## config.mk

```make
export PLATFORM = sky130hd
export DESIGN_NAME = cmp_result_tracker_flat
export DESIGN_NICKNAME = d
export VERILOG_FILES = /design/src/rtl/cmp_result_tracker_if.sv /design/src/rtl/cmp_result_tracker.sv /design/src/flat_wrapper.sv
export SDC_FILE = /design/constraint.sdc
export NUM_CORES = 1
export LEC_CHECK = 0
export BUFFER_PORTS_ARGS = -buffer_cell sky130_fd_sc_hd__buf_4
export CORE_MARGIN = 2
export CORE_UTILIZATION = 50
export CTS_CLUSTER_SIZE = 40
export DETAILED_ROUTE_END_ITERATION = 16
export PLACE_DENSITY = 0.77
export SLEW_MARGIN = 40
export SYNTH_ARGS = -nofsm -noshare
export SYNTH_HDL_FRONTEND = slang
export SYNTH_SLANG_ARGS = --single-unit
```

## constraint.sdc

```tcl
create_clock -name clk -period 1.9 [get_ports clk]
set_input_delay 0.19 -clock clk [delete_from_list [all_inputs] [get_ports clk]]
set_output_delay 0.19 -clock clk [all_outputs]
set_load 0.05 [all_outputs]
```

## src/rtl/cmp_result_tracker_if.sv

```systemverilog
// Flag inputs and tracked-result outputs of cmp_result_tracker, grouped as one bus.
// CNT_W must match the CNT_W of the attached tracker.
interface cmp_result_tracker_if #(
    parameter int CNT_W = 8
);
    logic             a_gt_b;
    logic             a_lt_b;
    logic             a_eq_b;
    logic             clr_cnt;
    logic [1:0]       state_code;
    logic             change_pulse;
    logic [CNT_W-1:0] gt_cnt;
    logic [CNT_W-1:0] lt_cnt;
    logic [CNT_W-1:0] eq_cnt;
    logic             onehot_err;

    modport master (
        output a_gt_b, a_lt_b, a_eq_b, clr_cnt,
        input  state_code, change_pulse, gt_cnt, lt_cnt, eq_cnt, onehot_err
    );

    modport slave (
        input  a_gt_b, a_lt_b, a_eq_b, clr_cnt,
        output state_code, change_pulse, gt_cnt, lt_cnt, eq_cnt, onehot_err
    );
endinterface

```

## src/rtl/cmp_result_tracker.sv

```systemverilog
// Stability filter and entry counters for the 2-bit comparator flags.
// Optional macro CMP_ONEHOT_CHECK_EN builds the sticky onehot_err check.
module cmp_result_tracker #(
    parameter int STABLE_CYCLES = 4,
    parameter int CNT_W         = 8
) (
    input  logic                 clk,
    input  logic                 reset,
    cmp_result_tracker_if.slave  bus
);
    localparam logic [7:0] ST_MAX = 8'(STABLE_CYCLES);

    function automatic logic [CNT_W-1:0] sat_inc(input logic [CNT_W-1:0] v);
        return (&v) ? v : v + 1'b1;
    endfunction

    logic [2:0]       r_flags_p0;
    logic             r_vld_p0;
    logic [1:0]       r_prev_cand_p1;
    logic [7:0]       r_st_p1;
    logic [1:0]       r_state_p2;
    logic             r_pulse_p2;
    logic [CNT_W-1:0] r_gt_cnt;
    logic [CNT_W-1:0] r_lt_cnt;
    logic [CNT_W-1:0] r_eq_cnt;
    logic [1:0]       w_cand_p0;
    logic [7:0]       w_st_next;
    logic             w_accept;

    // Stage 1 -> 2: candidate code, 00 meaning "not exactly one flag"
    always_comb begin
        w_cand_p0 = 2'b00;
        if (r_vld_p0) begin
            case (r_flags_p0)
                3'b001:  w_cand_p0 = 2'b01;
                3'b100:  w_cand_p0 = 2'b10;
                3'b010:  w_cand_p0 = 2'b11;
                default: w_cand_p0 = 2'b00;
            endcase
        end
    end

    // Stage 2 -> 3: run length of identical candidates and the accept decision
    always_comb begin
        w_st_next = 8'd1;
        if (w_cand_p0 == 2'b00)
            w_st_next = 8'd0;
        else if (w_cand_p0 == r_prev_cand_p1)
            w_st_next = (r_st_p1 >= ST_MAX) ? ST_MAX : r_st_p1 + 8'd1;
        w_accept = (w_cand_p0 != 2'b00) && (w_st_next == ST_MAX) &&
                   (w_cand_p0 != r_state_p2);
    end

    always_ff @(posedge clk) begin
        if (reset) begin
            r_flags_p0     <= 3'b000;
            r_vld_p0       <= 1'b0;
            r_prev_cand_p1 <= 2'b00;
            r_st_p1        <= 8'd0;
            r_state_p2     <= 2'b00;
            r_pulse_p2     <= 1'b0;
            r_gt_cnt       <= '0;
            r_lt_cnt       <= '0;
            r_eq_cnt       <= '0;
        end else begin
            r_flags_p0     <= {bus.a_gt_b, bus.a_lt_b, bus.a_eq_b};
            r_vld_p0       <= 1'b1;
            r_prev_cand_p1 <= w_cand_p0;
            r_st_p1        <= w_st_next;
            r_pulse_p2     <= w_accept;
            if (w_accept)
                r_state_p2 <= w_cand_p0;
            // Clear beats a coincident accept; the pulse above still fires
            if (bus.clr_cnt) begin
                r_gt_cnt <= '0;
                r_lt_cnt <= '0;
                r_eq_cnt <= '0;
            end else if (w_accept) begin
                case (w_cand_p0)
                    2'b01:   r_eq_cnt <= sat_inc(r_eq_cnt);
                    2'b10:   r_gt_cnt <= sat_inc(r_gt_cnt);
                    2'b11:   r_lt_cnt <= sat_inc(r_lt_cnt);
                    default: ;
                endcase
            end
        end
    end

`ifdef CMP_ONEHOT_CHECK_EN
    logic r_onehot_err;

    always_ff @(posedge clk) begin
        if (reset || bus.clr_cnt)
            r_onehot_err <= 1'b0;
        else if (r_vld_p0 && (w_cand_p0 == 2'b00))
            r_onehot_err <= 1'b1;
    end

    assign bus.onehot_err = r_onehot_err;
`else
    assign bus.onehot_err = 1'b0;
`endif

    assign bus.state_code   = r_state_p2;
    assign bus.change_pulse = r_pulse_p2;
    assign bus.gt_cnt       = r_gt_cnt;
    assign bus.lt_cnt       = r_lt_cnt;
    assign bus.eq_cnt       = r_eq_cnt;
endmodule

```

## src/flat_wrapper.sv

```systemverilog
// flat-port wrapper written by rule: the top's interface ports become plain ports
module cmp_result_tracker_flat 
#(
    parameter int STABLE_CYCLES = 4,
    parameter int CNT_W         = 8
)
  (clk, reset, bus_a_gt_b, bus_a_lt_b, bus_a_eq_b, bus_clr_cnt, bus_state_code, bus_change_pulse, bus_gt_cnt, bus_lt_cnt, bus_eq_cnt, bus_onehot_err);
  cmp_result_tracker_if #(.CNT_W(CNT_W)) bus_i ();
  input  logic clk;
  input  logic reset;
  input wire logic [$bits(bus_i.a_gt_b)-1:0] bus_a_gt_b;
  input wire logic [$bits(bus_i.a_lt_b)-1:0] bus_a_lt_b;
  input wire logic [$bits(bus_i.a_eq_b)-1:0] bus_a_eq_b;
  input wire logic [$bits(bus_i.clr_cnt)-1:0] bus_clr_cnt;
  output wire logic [$bits(bus_i.state_code)-1:0] bus_state_code;
  output wire logic [$bits(bus_i.change_pulse)-1:0] bus_change_pulse;
  output wire logic [$bits(bus_i.gt_cnt)-1:0] bus_gt_cnt;
  output wire logic [$bits(bus_i.lt_cnt)-1:0] bus_lt_cnt;
  output wire logic [$bits(bus_i.eq_cnt)-1:0] bus_eq_cnt;
  output wire logic [$bits(bus_i.onehot_err)-1:0] bus_onehot_err;
  assign bus_i.a_gt_b = bus_a_gt_b;
  assign bus_i.a_lt_b = bus_a_lt_b;
  assign bus_i.a_eq_b = bus_a_eq_b;
  assign bus_i.clr_cnt = bus_clr_cnt;
  assign bus_state_code = bus_i.state_code;
  assign bus_change_pulse = bus_i.change_pulse;
  assign bus_gt_cnt = bus_i.gt_cnt;
  assign bus_lt_cnt = bus_i.lt_cnt;
  assign bus_eq_cnt = bus_i.eq_cnt;
  assign bus_onehot_err = bus_i.onehot_err;
  cmp_result_tracker #(.STABLE_CYCLES(STABLE_CYCLES), .CNT_W(CNT_W)) u_core (.clk(clk), .reset(reset), .bus(bus_i));
endmodule
```

After elaboration in Yosys (flattened, before gate mapping)
Index checks and enable logic that the tools add are counted.
{"block": "classes", "eq_ne": 9, "reduce_logical": 11, "bitwise": 3, "mux": 6, "order_cmp": 1, "add_sub_neg": 4}
{"cell": "$add 8x1->8 const B", "n": 4}
{"cell": "$mux 8", "n": 3}
{"cell": "$reduce_and 8->1", "n": 3}
{"cell": "$reduce_and 3->1", "n": 3}
{"cell": "$eq 8x3->1 const B", "n": 1}
{"cell": "$ge 8x3->1 const B", "n": 1}
{"cell": "$pmux 2 s3", "n": 1}
{"cell": "$eq 2x2->1 const B", "n": 2}
{"cell": "$eq 3x1->1 const B", "n": 1}
{"cell": "$eq 3x2->1 const B", "n": 1}
{"cell": "$eq 3x3->1 const B", "n": 1}
{"cell": "$not 1->1", "n": 3}
{"cell": "$eq 2x1->1 const B", "n": 1}
{"cell": "$eq 2x2->1", "n": 1}
{"cell": "$logic_and 1x1->1", "n": 2}
{"cell": "$logic_not 2->1", "n": 1}
{"cell": "$mux 2", "n": 1}
{"cell": "$ne 2x2->1", "n": 1}
{"cell": "$reduce_bool 2->1", "n": 1}
{"cell": "$reduce_or 2->1", "n": 1}
{"cell": "$mux 1", "n": 1}
{"block": "word_totals", "word_cells": 43, "out_inout_bits": 28, "in_bits": 6, "reg_bits": 41}

Longest topological paths before layout
{"block": "depth", "depth_word": 10, "ltp_mapped": 9}

Worst setup path after synthesis
No wires, ideal clock.
{"block": "synth_timing", "path_kind": "register to register", "from": "register u_core.r_state_p2[1], in the netlist u_core.bus.state_code[1]", "to": "register u_core.r_gt_cnt[5], in the netlist u_core.bus.gt_cnt[5]", "path_stages_with_launch": 7, "arrival_ps": 1947, "required_ps": 1784, "path_slack_ps": -164, "setup_ps": 116, "period_less_slack_ps": 2064, "cell_sequence": "dfxtp_1 or3b_1 a21oi_2 o21ai_1 a211oi_4 a31oi_1 a41o_1"}
{"block": "synth_between", "elab_chain_len": 3}
{"item": "start, declared", "line_no": "cmp_result_tracker.sv:21", "text": "logic [1:0] r_state_p2;"}
{"item": "start signal, assigned", "line_no": "cmp_result_tracker.sv:72", "text": "r_state_p2 <= w_cand_p0;"}
{"item": "$ne 2x2->1", "line_no": "cmp_result_tracker.sv:51", "text": "(w_cand_p0 != r_state_p2);"}
{"item": "$logic_and 1x1->1", "line_no": "cmp_result_tracker.sv:50", "text": "w_accept = (w_cand_p0 != 2'b00) && (w_st_next == ST_MAX) &&"}
{"item": "$reduce_and 3->1 (no source line)"}
{"item": "end signal, assigned", "line_no": "cmp_result_tracker.sv:81", "text": "2'b10: r_gt_cnt <= sat_inc(r_gt_cnt);"}
{"item": "end, declared", "line_no": "cmp_result_tracker.sv:23", "text": "logic [CNT_W-1:0] r_gt_cnt;"}
No other way between the ends.
A chain may end at the register's enable or synchronous reset.

Worst setup path in the final report
{"block": "layout_timing", "from": "register u_core.r_flags_p0[1]", "to": "register u_core.r_eq_cnt[6], in the netlist u_core.bus.eq_cnt[6]"}
{"block": "layout_between", "elab_chain_len": 10}
{"item": "start, declared", "line_no": "cmp_result_tracker.sv:17", "text": "logic [2:0] r_flags_p0;"}
{"item": "start signal, assigned", "line_no": "cmp_result_tracker.sv:66", "text": "r_flags_p0 <= {bus.a_gt_b, bus.a_lt_b, bus.a_eq_b};"}
{"item": "$eq 3x2->1, or another cell as far along", "line_no": "cmp_result_tracker.sv:34", "text": "case (r_flags_p0)"}
{"item": "$pmux 2 s3 *", "line_no": "cmp_result_tracker.sv:34"}
{"item": "$mux 2 *", "line_no": "cmp_result_tracker.sv:33", "text": "if (r_vld_p0) begin"}
{"item": "$eq 2x2->1", "line_no": "cmp_result_tracker.sv:48", "text": "else if (w_cand_p0 == r_prev_cand_p1)"}
{"item": "$mux 8", "line_no": "cmp_result_tracker.sv:48"}
{"item": "$mux 8", "line_no": "cmp_result_tracker.sv:46", "text": "if (w_cand_p0 == 2'b00)"}
{"item": "$eq 8x3->1", "line_no": "cmp_result_tracker.sv:50"}
{"item": "$logic_and 1x1->1 (2 in series)", "line_no": "cmp_result_tracker.sv:50"}
{"item": "$reduce_and 3->1 (no source line) *"}
{"item": "end signal, assigned", "line_no": "cmp_result_tracker.sv:80", "text": "2'b01: r_eq_cnt <= sat_inc(r_eq_cnt);"}
{"item": "end, declared", "line_no": "cmp_result_tracker.sv:25", "text": "logic [CNT_W-1:0] r_eq_cnt;"}
Every way passes the cells marked *; elsewhere a longest branch is shown, timed or not.

==> qor.yml <==
setup_path:
  worst-endpoint-arrival_ns: 2.14
  crit_path_max_incr_delay_ns: 0.40
  timing.critical_path.fanout_max: 9
  kind_of_end_point_of_the_critical_path: "flop"
  launching_instance_or_port_of_the_critical_path: "u_core.r_flags_p0[1]"
  worst_path_max_delay_cell: "sky130_fd_sc_hd__dfxtp_4"
  cp_cell_sequence: "or3b_1 -> a21oi_2 -> o211ai_1 -> buf_4 -> nor4_4 -> xnor2_1 -> nor2_1"
  path_class: "reg -> reg"
  critPathLaunchType: "flop"
  start_of_the_worst_register_to_register_path: "u_core.r_flags_p0[1]"
  required_ns: 2.08
hold_path:
  timing.hold.worst.start: "bus_a_lt_b"
  hold_path_class: "in -> reg"
placement:
  port_buffers: 32
  place.detailed.instances: 334
  post-dp-hpwl_mm: 3.161
  gpl.final_weighted_congestion: 0.8798
timing:
  achievable-frequency_mhz: 508.9
  timing.final.setup_violations: 7
  rsz0062_at_grt: "true"
  hold_ws_ns: 0.1007
  setup_slack_after_layout_ns: -0.06511
  hold_viol_final: 0
  period_share_pct: 103.4
  timing_max_transition_violations_final: 0
  finalCriticalPeriod_ns: 1.965
  timing.clock.skew_ns: 0.009381
clocking:
  ctsHoldBuffers: 0
  cts_inserted_buffers: 5
  tritoncts_clock_tree: "done"
  h-tree-depth: 2
  clock_sinks: 41
  clock_tree.root_cell: "sky130_fd_sc_hd__clkbuf_8"
  clk-insertion-delay-late_ns: 0.30
  clk_path_buf_depth: 2
  clk_pin_slew_ns: 0.08
global_routing:
  wire_length_of_the_first_global_routing_pass_mm: 7.438
  antenna_found_initial: 0
  globalRoute.totalOverflow: 0
  grt_max_degree: 25
  first_global_vias: 1641
  grt_usage_pct: 22.19
layout:
  layoutNonFillerInstCount: 343
  drive_gt1_share_pct: 34.24
  area.growth.synth_to_final_pct: 38.31
  antenna_cells: 0
  nNetsFinal: 305
die:
  floorplan.initialDensity_pct: 52.87
  top_ports: 34
  std_cell_rows: 22
  die_y_um: 66.92
  core_footprint_mm2: 0.003744
  die-area_mm2: 0.004478
  die_x_um: 66.92
logic_synthesis:
  synth_compound_area_share_pct: 13.78
  synth-seq-area-share_pct: 41.47
  synth_area_per_cell_um2: 8.532
  synth.most_common_cell: "sky130_fd_sc_hd__dfxtp_1"
  synth_xor_xnor_area_share_pct: 6.195
  yosysUniqueCellTypes: 48
  area_share_of_the_largest_cell_type_after_synthesis_pct: 41.47
  synth_ff_type: "sky130_fd_sc_hd__dfxtp_1"
  synth_largest_area_cell: "sky130_fd_sc_hd__dfxtp_1"
  synth.top_cells.by_area: "sky130_fd_sc_hd__dfxtp_1 41%, sky130_fd_sc_hd__xnor2_1 6.2%, sky130_fd_sc_hd__nor2_1 5.7%"
  yosys.area_share.simple_pct: 29.27
  netlist_top_cells_count: "41 x sky130_fd_sc_hd__dfxtp_1, 30 x sky130_fd_sc_hd__nor2_1, 21 x sky130_fd_sc_hd__nand2_1"
  synthesis.yosys.warnings: 0
  ys_ff_latch: 41
  post_synth_instance_area_mm2: 0.001979
  muxShareOfSynthArea_pct: 1.011
  post_synth_fa_ha_maj_area_fraction_pct: 3.161
  synth_enable_flop_cells: 0
  async_reset_ff_share_pct: 0
  netlist_instances: 232
  dominant_combinational_cell_family_by_area_after_synthesis: "simple AND/OR/NAND/NOR gates"
pwr:
  power_per_cell_area_mw_per_mm2: 640.9
  intPower_mw: 1.362
  power.sequential.fraction_pct: 50.3
  total_switching_power_uw: 392.9
  power.share.combinational_pct: 8.2
  vdd.ir_drop.worst_v: 0.0004219
  part_of_the_power_in_the_clock_network_pct: 41.5
  power_switching_share_pct: 22.40
  power_leakage_nw: 1.104
flow_run:
  maxCapViolCount: 0
drt:
  routed_wire_length_per_instance_um: 13.53
  remaining_drc_errors: 0
  number_of_drc_violations_after_detailed_routing_iteration_0: 172
  firstDrtPassIters: 4
  vias_per_cell: 5.437
  antenna_violating_nets_post_route: 0
  drt-total-wl_mm: 4.642
  detailroute.via_count: 1865
run_status:
  outcome: "complete, but fails checks"
  failing_checks: "setup timing"
routing by layer:
| layer | global-route usage [%] | vias up | wire [µm] |
|---|---|---|---|
| met4 | 11.48 | 0 | 108 |
| met2 | 35.38 | 58 | 2185 |
| met3 | 4.054 | 10 | 241 |
| met5 | 0 | - | 0 |
| met1 | 28.41 | 868 | 2106 |
| li1 | - | 929 | - |
area by class of cell:
type | instances | area (µm²)
fill | 282 | 1006
sequential | 41 | 835.8
timing repair buffer | 61 | 470.5
multi-input combinational | 174 | 1214
clock buffer | 7 | 86.33
tap | 48 | 60.06
clock inverter | 1 | 30.03
inverter | 11 | 41.29
power groups by stage:
stage	clock network (mW)	logic, mW	registers [mW]
after global routing	0.775	0.157	0.884
final	0.728	0.144	0.882
after detailed placement	0	0.132	0.901
after CTS	0.743	0.135	0.881
after global placement	0	0.130	0.900
after floorplan	0	0.0849	0.899
placed cells by master (no fill, tap or decap), types with 2 or more instances in the layout:
cell                        synthesis  layout
sky130_fd_sc_hd__nand2b_1           2       2
sky130_fd_sc_hd__a21oi_1            9       8
sky130_fd_sc_hd__nor2b_1            6       6
sky130_fd_sc_hd__xnor2_1           14      14
sky130_fd_sc_hd__nand2_1           21      21
sky130_fd_sc_hd__clkbuf_8           0       6
sky130_fd_sc_hd__a41o_1             3       3
sky130_fd_sc_hd__buf_4              1      60
sky130_fd_sc_hd__nor2_1            30      27
sky130_fd_sc_hd__nand4_1            7       7
sky130_fd_sc_hd__nor2_2             0       2
sky130_fd_sc_hd__o21ai_2            0       3
sky130_fd_sc_hd__dfxtp_1           41      33
sky130_fd_sc_hd__and3_1             3       3
sky130_fd_sc_hd__a31o_2             2       2
sky130_fd_sc_hd__a31o_1             2       2
sky130_fd_sc_hd__nor4_4             0       4
sky130_fd_sc_hd__a31oi_1            2       2
sky130_fd_sc_hd__inv_1             11      11
sky130_fd_sc_hd__mux2i_1            2       2
sky130_fd_sc_hd__nand3b_1           5       5
sky130_fd_sc_hd__dfxtp_2            0       6
sky130_fd_sc_hd__nand4bb_1          2       2
sky130_fd_sc_hd__dfxtp_4            0       2
sky130_fd_sc_hd__conb_1             1       6
sky130_fd_sc_hd__or3b_1             4       3
sky130_fd_sc_hd__o21ai_0            7       5
sky130_fd_sc_hd__nor3_2             0       4
sky130_fd_sc_hd__ha_1               5       5
sky130_fd_sc_hd__nor3_1             9       4
sky130_fd_sc_hd__nand3_1            7       7
sky130_fd_sc_hd__a21oi_2            1       2
sky130_fd_sc_hd__and4_1             3       3
worst max-delay path: cells and delay by family, from the launching register on:
kind,cells,cell delay [ns]
AOI/OAI and AO/OA,2,0.37
xor gates and xnor gates,1,0.15
buffers and inverters,1,0.22
DFF,1,0.40
and+or+nand+nor,3,0.71
metrics by stage:
step	util, %	total power [mW]	worst slack [ns]	instance area [µm²]	TNS (ns)
5_1_grt	73.13	1.816	-0.1559	2738	-1.666
4_1_cts	70.82	1.759	-0.04017	2651	-0.1408
3_3_place_gp	66.21	1.030	-0.04773	2479	-0.1254
3_5_place_dp	66.21	1.033	-0.1906	2479	-1.229
6_report	73.13	1.754	-0.06511	2738	-0.2261
2_1_floorplan	-	0.9844	-0.03803	2012	-0.03989
state kept, by name (all words and copies together), names as in the netlist:
| name | flops |
|---|---|
| u_core.r_flags_p0 | 3 |
| u_core.bus.eq_cnt | 8 |
| u_core.r_st_p1 | 8 |
| u_core.r_prev_cand_p1 | 2 |
| u_core.bus.lt_cnt | 8 |
| u_core.bus.state_code | 2 |
| u_core.bus.gt_cnt | 8 |
| u_core.r_vld_p0 | 1 |
| u_core.bus.change_pulse | 1 |
worst paths after layout:
| kind | cells past startpoint | end | slack [ns] |
|---|---|---|---|
| worst max-delay path | 7 | u_core.bus.eq_cnt[6] | -0.07 |
| worst min-delay path | 2 | u_core.r_flags_p0[1] | 0.10 |
| worst max register to register | 7 | u_core.bus.eq_cnt[6] | -0.07 |
| worst min register to register | 1 | u_core.bus.gt_cnt[6] | 0.53 |
kinds of logic (layout without fill, tap and decap cells):
logic type,after synthesis,count (layout)
xor gates and xnor gates,14,14
DFF,41,41
adders and majority gates,5,5
muxes,2,2
buffers and inverters,22,80
other,1,6
AOI/OAI and AO/OA,38,38
and+or+nand+nor,109,109
timing repair:
action                                  4_1_cts  5_1_grt
resized for setup                            10       20
endpoints found under the setup margin       19       27
pin swaps                                     6        6
setup buffers                                 0        1
No activity file was read; power rests on OpenSTA's default activity.
